**src/rtl/dequant_pkg.sv**
```systemverilog
// Shared constants, types and helpers for the per-channel dequantizer.
// Constants below describe the default build (FRAC_BITS=16, OUT_W=32, 16 channels).
package dequant_pkg;

  localparam int DQ_NUM_CH    = 16;
  localparam int DQ_FRAC_BITS = 16;
  localparam int DQ_OUT_W     = 32;

  typedef logic [$clog2(DQ_NUM_CH)-1:0] ch_t;

  localparam logic [31:0] ROUND_K =
    32'd1 << (DQ_FRAC_BITS - 1);

  localparam logic signed [DQ_OUT_W-1:0] OUT_MAX =
    {1'b0, {(DQ_OUT_W-1){1'b1}}};

  localparam logic signed [DQ_OUT_W-1:0] OUT_MIN =
    {1'b1, {(DQ_OUT_W-1){1'b0}}};

  function automatic int dq_latency(input int mult_stages);
    return mult_stages + 2;
  endfunction

endpackage

```
**src/rtl/dequantize_pc_mult.sv**
```systemverilog
// Signed multiplier with MULT_STAGES output registers, shaped for DSP retiming.
// Ports: clk, rst_n (async low), en (advance), a, b (signed), p (full-width product).
module dq_mult_pipe #(
  parameter int IN_W        = 32,
  parameter int SCALE_W     = 32,
  parameter int MULT_STAGES = 3
) (
  input  logic                              clk,
  input  logic                              rst_n,
  input  logic                              en,
  input  logic signed [IN_W-1:0]            a,
  input  logic signed [SCALE_W-1:0]         b,
  output logic signed [IN_W+SCALE_W-1:0]    p
);

  localparam int PW = IN_W + SCALE_W;

  logic signed [PW-1:0] ax;
  logic signed [PW-1:0] bx;
  logic signed [PW-1:0] st [MULT_STAGES];

  assign ax = $signed({{SCALE_W{a[IN_W-1]}}, a});
  assign bx = $signed({{IN_W{b[SCALE_W-1]}}, b});

  always_ff @(posedge clk or negedge rst_n) begin
    if (!rst_n) begin
      for (int i = 0; i < MULT_STAGES; i++) begin
        st[i] <= '0;
      end
    end else if (en) begin
      st[0] <= ax * bx;
      for (int i = 1; i < MULT_STAGES; i++) begin
        st[i] <= st[i-1];
      end
    end
  end

  assign p = st[MULT_STAGES-1];

endmodule

```
**src/rtl/dequantize_pc.sv**
```systemverilog
// Per-channel dequantizer: acc * scale[ch], round half-up, saturate, valid/ready.
// Ports: clk, rst_n, cfg_we/addr/data, in_valid/ready/data/ch, out_valid/ready/data/sat.
module dequantize_pc
  import dequant_pkg::*;
#(
  parameter int IN_W        = 32,
  parameter int SCALE_W     = 32,
  parameter int FRAC_BITS   = 16,
  parameter int OUT_W       = 32,
  parameter int NUM_CH      = 16,
  parameter int MULT_STAGES = 3
) (
  input  logic                       clk,
  input  logic                       rst_n,
  input  logic                       cfg_we,
  input  logic [$clog2(NUM_CH)-1:0]  cfg_addr,
  input  logic [SCALE_W-1:0]         cfg_data,
  input  logic                       in_valid,
  output logic                       in_ready,
  input  logic signed [IN_W-1:0]     in_data,
  input  logic [$clog2(NUM_CH)-1:0]  in_ch,
  output logic                       out_valid,
  input  logic                       out_ready,
  output logic signed [OUT_W-1:0]    out_data,
  output logic                       out_sat
);

  localparam int PW = IN_W + SCALE_W;

  localparam logic signed [PW:0] RND =
    {{(PW+1-FRAC_BITS){1'b0}}, 1'b1, {(FRAC_BITS-1){1'b0}}};
  localparam logic signed [PW:0] HI =
    {{(PW+2-OUT_W){1'b0}}, {(OUT_W-1){1'b1}}};
  localparam logic signed [PW:0] LO =
    {{(PW+2-OUT_W){1'b1}}, {(OUT_W-1){1'b0}}};
  localparam logic signed [OUT_W-1:0] SAT_MAX =
    {1'b0, {(OUT_W-1){1'b1}}};
  localparam logic signed [OUT_W-1:0] SAT_MIN =
    {1'b1, {(OUT_W-1){1'b0}}};

  logic adv;

  logic signed [SCALE_W-1:0] tbl [NUM_CH];
  logic signed [SCALE_W-1:0] s_sel;

  logic                      v0;
  logic signed [IN_W-1:0]    d0;
  logic signed [SCALE_W-1:0] s0;

  logic [MULT_STAGES-1:0] vm;
  logic signed [PW-1:0]   prod;

  logic signed [PW:0]     sum;
  logic signed [PW:0]     r;
  logic signed [OUT_W-1:0] res;
  logic                   res_sat;

  // One global enable: the whole pipe moves only when the output slot frees.
  assign adv      = out_ready || !out_valid;
  assign in_ready = adv;

  always_ff @(posedge clk or negedge rst_n) begin
    if (!rst_n) begin
      for (int i = 0; i < NUM_CH; i++) begin
        tbl[i] <= '0;
      end
    end else if (cfg_we && (int'(cfg_addr) < NUM_CH)) begin
      tbl[cfg_addr] <= cfg_data;
    end
  end

  // Read sees the pre-write table, so a same-cycle write hits the next beat.
  always_comb begin
    s_sel = '0;
    if (int'(in_ch) < NUM_CH) begin
      s_sel = tbl[in_ch];
    end
  end

  always_ff @(posedge clk or negedge rst_n) begin
    if (!rst_n) begin
      v0 <= 1'b0;
      d0 <= '0;
      s0 <= '0;
    end else if (adv) begin
      v0 <= in_valid;
      if (in_valid) begin
        d0 <= in_data;
        s0 <= s_sel;
      end
    end
  end

  always_ff @(posedge clk or negedge rst_n) begin
    if (!rst_n) begin
      vm <= '0;
    end else if (adv) begin
      vm <= (vm << 1) | MULT_STAGES'(v0);
    end
  end

  dq_mult_pipe #(
    .IN_W        (IN_W),
    .SCALE_W     (SCALE_W),
    .MULT_STAGES (MULT_STAGES)
  ) u_mult (
    .clk   (clk),
    .rst_n (rst_n),
    .en    (adv),
    .a     (d0),
    .b     (s0),
    .p     (prod)
  );

  // One guard bit keeps the rounding add from wrapping.
  always_comb begin
    sum     = {prod[PW-1], prod} + RND;
    r       = sum >>> FRAC_BITS;
    res     = r[OUT_W-1:0];
    res_sat = 1'b0;
    if (r > HI) begin
      res     = SAT_MAX;
      res_sat = 1'b1;
    end else if (r < LO) begin
      res     = SAT_MIN;
      res_sat = 1'b1;
    end
  end

  always_ff @(posedge clk or negedge rst_n) begin
    if (!rst_n) begin
      out_valid <= 1'b0;
      out_data  <= '0;
      out_sat   <= 1'b0;
    end else if (adv) begin
      out_valid <= vm[MULT_STAGES-1];
      if (vm[MULT_STAGES-1]) begin
        out_data <= res;
        out_sat  <= res_sat;
      end
    end
  end

endmodule
```
**config.mk**
```make
export PLATFORM = sky130hd
export DESIGN_NAME = dequantize_pc
export DESIGN_NICKNAME = d
export VERILOG_FILES = /design/src/rtl/dequant_pkg.sv /design/src/rtl/dequantize_pc_mult.sv /design/src/rtl/dequantize_pc.sv
export SDC_FILE = /design/constraint.sdc
export NUM_CORES = 2
export LEC_CHECK = 0
export ABC_AREA = 1
export CAP_MARGIN = 20
export CORE_MARGIN = 4
export CORE_UTILIZATION = 30
export DETAILED_ROUTE_END_ITERATION = 8
export DONT_BUFFER_PORTS = 1
export HOLD_SLACK_MARGIN = 0.03
export PLACE_DENSITY = 0.56
export SYNTH_ARGS = -nofsm -noshare
export SYNTH_HDL_FRONTEND = slang
export SYNTH_HIERARCHICAL = 1
export SYNTH_SLANG_ARGS = --single-unit
```
**constraint.sdc**
```tcl
create_clock -name clk -period 6.84 [get_ports clk]
set_clock_uncertainty 0.1 [all_clocks]
set_input_delay 1.71 -clock clk [delete_from_list [all_inputs] [get_ports clk]]
set_output_delay 1.71 -clock clk [all_outputs]
set_load 0.02 [all_outputs]
```
==> metrics.yaml <==
clocking:
  cts_tree: "done"
  cts_buffers: 91
  clock_latency_ps: 770
  path_clk_slew_ps: 60
  ctsLongestPathBuffers: 3
  cts_root_buf: "clkbuf_16"
  clock_sinks: 761
  htreeDepth: 3
grt:
  grt_pass1_vias: 61638
  antenna_found_initial: 21
  grt_pass1_wl_microns: 359700
  grt_max_degree: 258
  grt_use_total: 0.1823
  overflow: 0
routing:
  vias: 58639
  postRouteAntennaNets: 0
  drc_errors: 0
  drtIter0Drc: 4555
  dr.pass1.iters: 6
  wl_per_cell_microns: 18.58
  vias_per_cell: 4.749
  wl_microns: 229500
critical_path:
  worstPathArrival_ps: 7470
  crit_required_ps: 7270
  worstSetupPathType: "reg2reg"
  critical_path_buf_inv_count: 7
  end_kind: "flip-flop"
  crit_top_cell: "fa_1"
  critical_path.max_fanout: 13
  cp_slowest_cell: "fa_1"
  critical-path-max-stage-delay_ps: 570
  crit_family: "adder cells"
  start_kind: "flip-flop"
final_layout:
  fin_nets: 10422
  fill_cells: 24706
  multiInputGateArea_sq_um: 46560
  area_growth_pct: 16.87
  seqCellArea_sq_um: 19070
  drive_gt1_frac: 0.1302
die:
  coreArea_sq_um: 240800
  chipHeight_microns: 500.2
  start_util: 0.3019
  num_rows: 180
  die_w_microns: 500.2
  ios: 112
  dieArea_sq_um: 250200
worst_hold_path:
  hold_class: "reg2reg"
run_status:
  violations: "negative setup slack"
  outcome: "finished, violations left"
sta:
  period_minus_slack_ps: 7046
  fmax_mhz: 141.9
  finalSetupViolCount: 26
  maxSlewViolCount: 0
  worst_pin_slew_ps: 1180
  fin_crit_sh: 1.030
  setup_slack_ps: -206.2
  hold_viol: 0
  maxSlewHeadroom: 0.2136
  rsz0062_at_grt: "yes"
yosys:
  synthesis.area_sq_um: 72690
  synth_nets: 10368
  synth_cells: 9024
  avgSynthCellArea_sq_um: 8.055
  yosys_warnings: 6
placed_design:
  gp_congestion: 0.8907
  place_ws_ps: -604.0
  post-dp-hpwl_microns: 167100
  portBuffers: 0
flow_run:
  cap_violations: 0
==> worst paths after layout <==
path                                startpoint              to  slack (ps)  cells past startpoint
worst max-delay path                     s0[9]  u_mult/st[159]        -210                     25
worst min-delay path            u_mult/st[164]  u_mult/st[100]         360                      2
worst max register to register           s0[9]  u_mult/st[159]        -210                     25
worst min register to register  u_mult/st[164]  u_mult/st[100]         360                      2
max in group asynchronous                rst_n  u_mult/st[184]        3790                      2
min in group asynchronous                rst_n           d0[2]         570                      0
==> tightest hold or removal path, stage by stage (launching register included) <==
cell	delay [ps]
dfrtp_1	350
nand2_1	50
o21ai_0	70
==> flip-flops by register name (all words and copies together), names as in the netlist, 3 cells and up <==
name       cells
u_mult/st     98
out_data      32
d0            32
tbl          512
u_mult/p      49
s0            32
vm             3
==> layout make-up <==
class                   count  area share
diodes                      9   0.0002651
multi-input cells        5863      0.5480
clock inverters            38    0.005744
inverters                1862     0.08261
repair buffers            499     0.06115
well taps                3185     0.04691
flip-flops and latches    761      0.2244
clock buffers             130     0.03088
==> stage by stage <==
stage	cells	TNS, ps	utilization	hold WS (ps)	cell area (sq um)
global placement	12119	-10120	0.3287	357.6	79140
floorplan	9024	-1641	-	331.7	72900
global route	12339	-12480	0.3528	386.4	84940
CTS	12299	-2662	0.3457	362.1	83230
detailed placement	12120	-11350	0.3288	360.8	79160
finish	12347	-2797	0.3529	359.7	84960
==> cell usage in the layout, fill, tap and decap left out, types with 32 or more instances in the layout <==
master,instances
nor2_4,52
fa_2,35
buf_12,89
o221ai_1,96
buf_4,372
nand2_2,102
a21oi_1,255
nand4_1,35
o22ai_1,32
mux2_2,32
ha_4,41
nor2_1,615
dfrtp_1,745
inv_1,1810
nand3_2,36
o21ai_0,768
ha_1,142
nand2_4,40
nand2_1,2150
a21oi_2,45
nand3_1,149
clkbuf_16,99
inv_2,43
fa_1,1047
==> repair_timing <==
| item | in CTS | in global routing |
|---|---|---|
| setup buffers | 11 | 31 |
| setup endpoints to repair | 46 | 48 |
| gates cloned | 0 | 8 |
| hold buffers | 0 | 0 |
| pin swaps | 48 | 78 |
| resized for setup | 206 | 322 |
==> layer usage <==
layer | GRT usage | wire, microns | share of wire | up-vias
met5 | 0 | 26 | 0.00011 | -
met4 | 0.05353 | 7676 | 0.033 | 4
met3 | 0.02444 | 13010 | 0.057 | 392
met2 | 0.3134 | 110900 | 0.48 | 1768
met1 | 0.2396 | 97830 | 0.43 | 29414
li1 | - | - | - | 27061
Power is left out: the tool's default activity adds up to more than one toggle a clock period on the data nets, which glitch-free logic cannot reach.
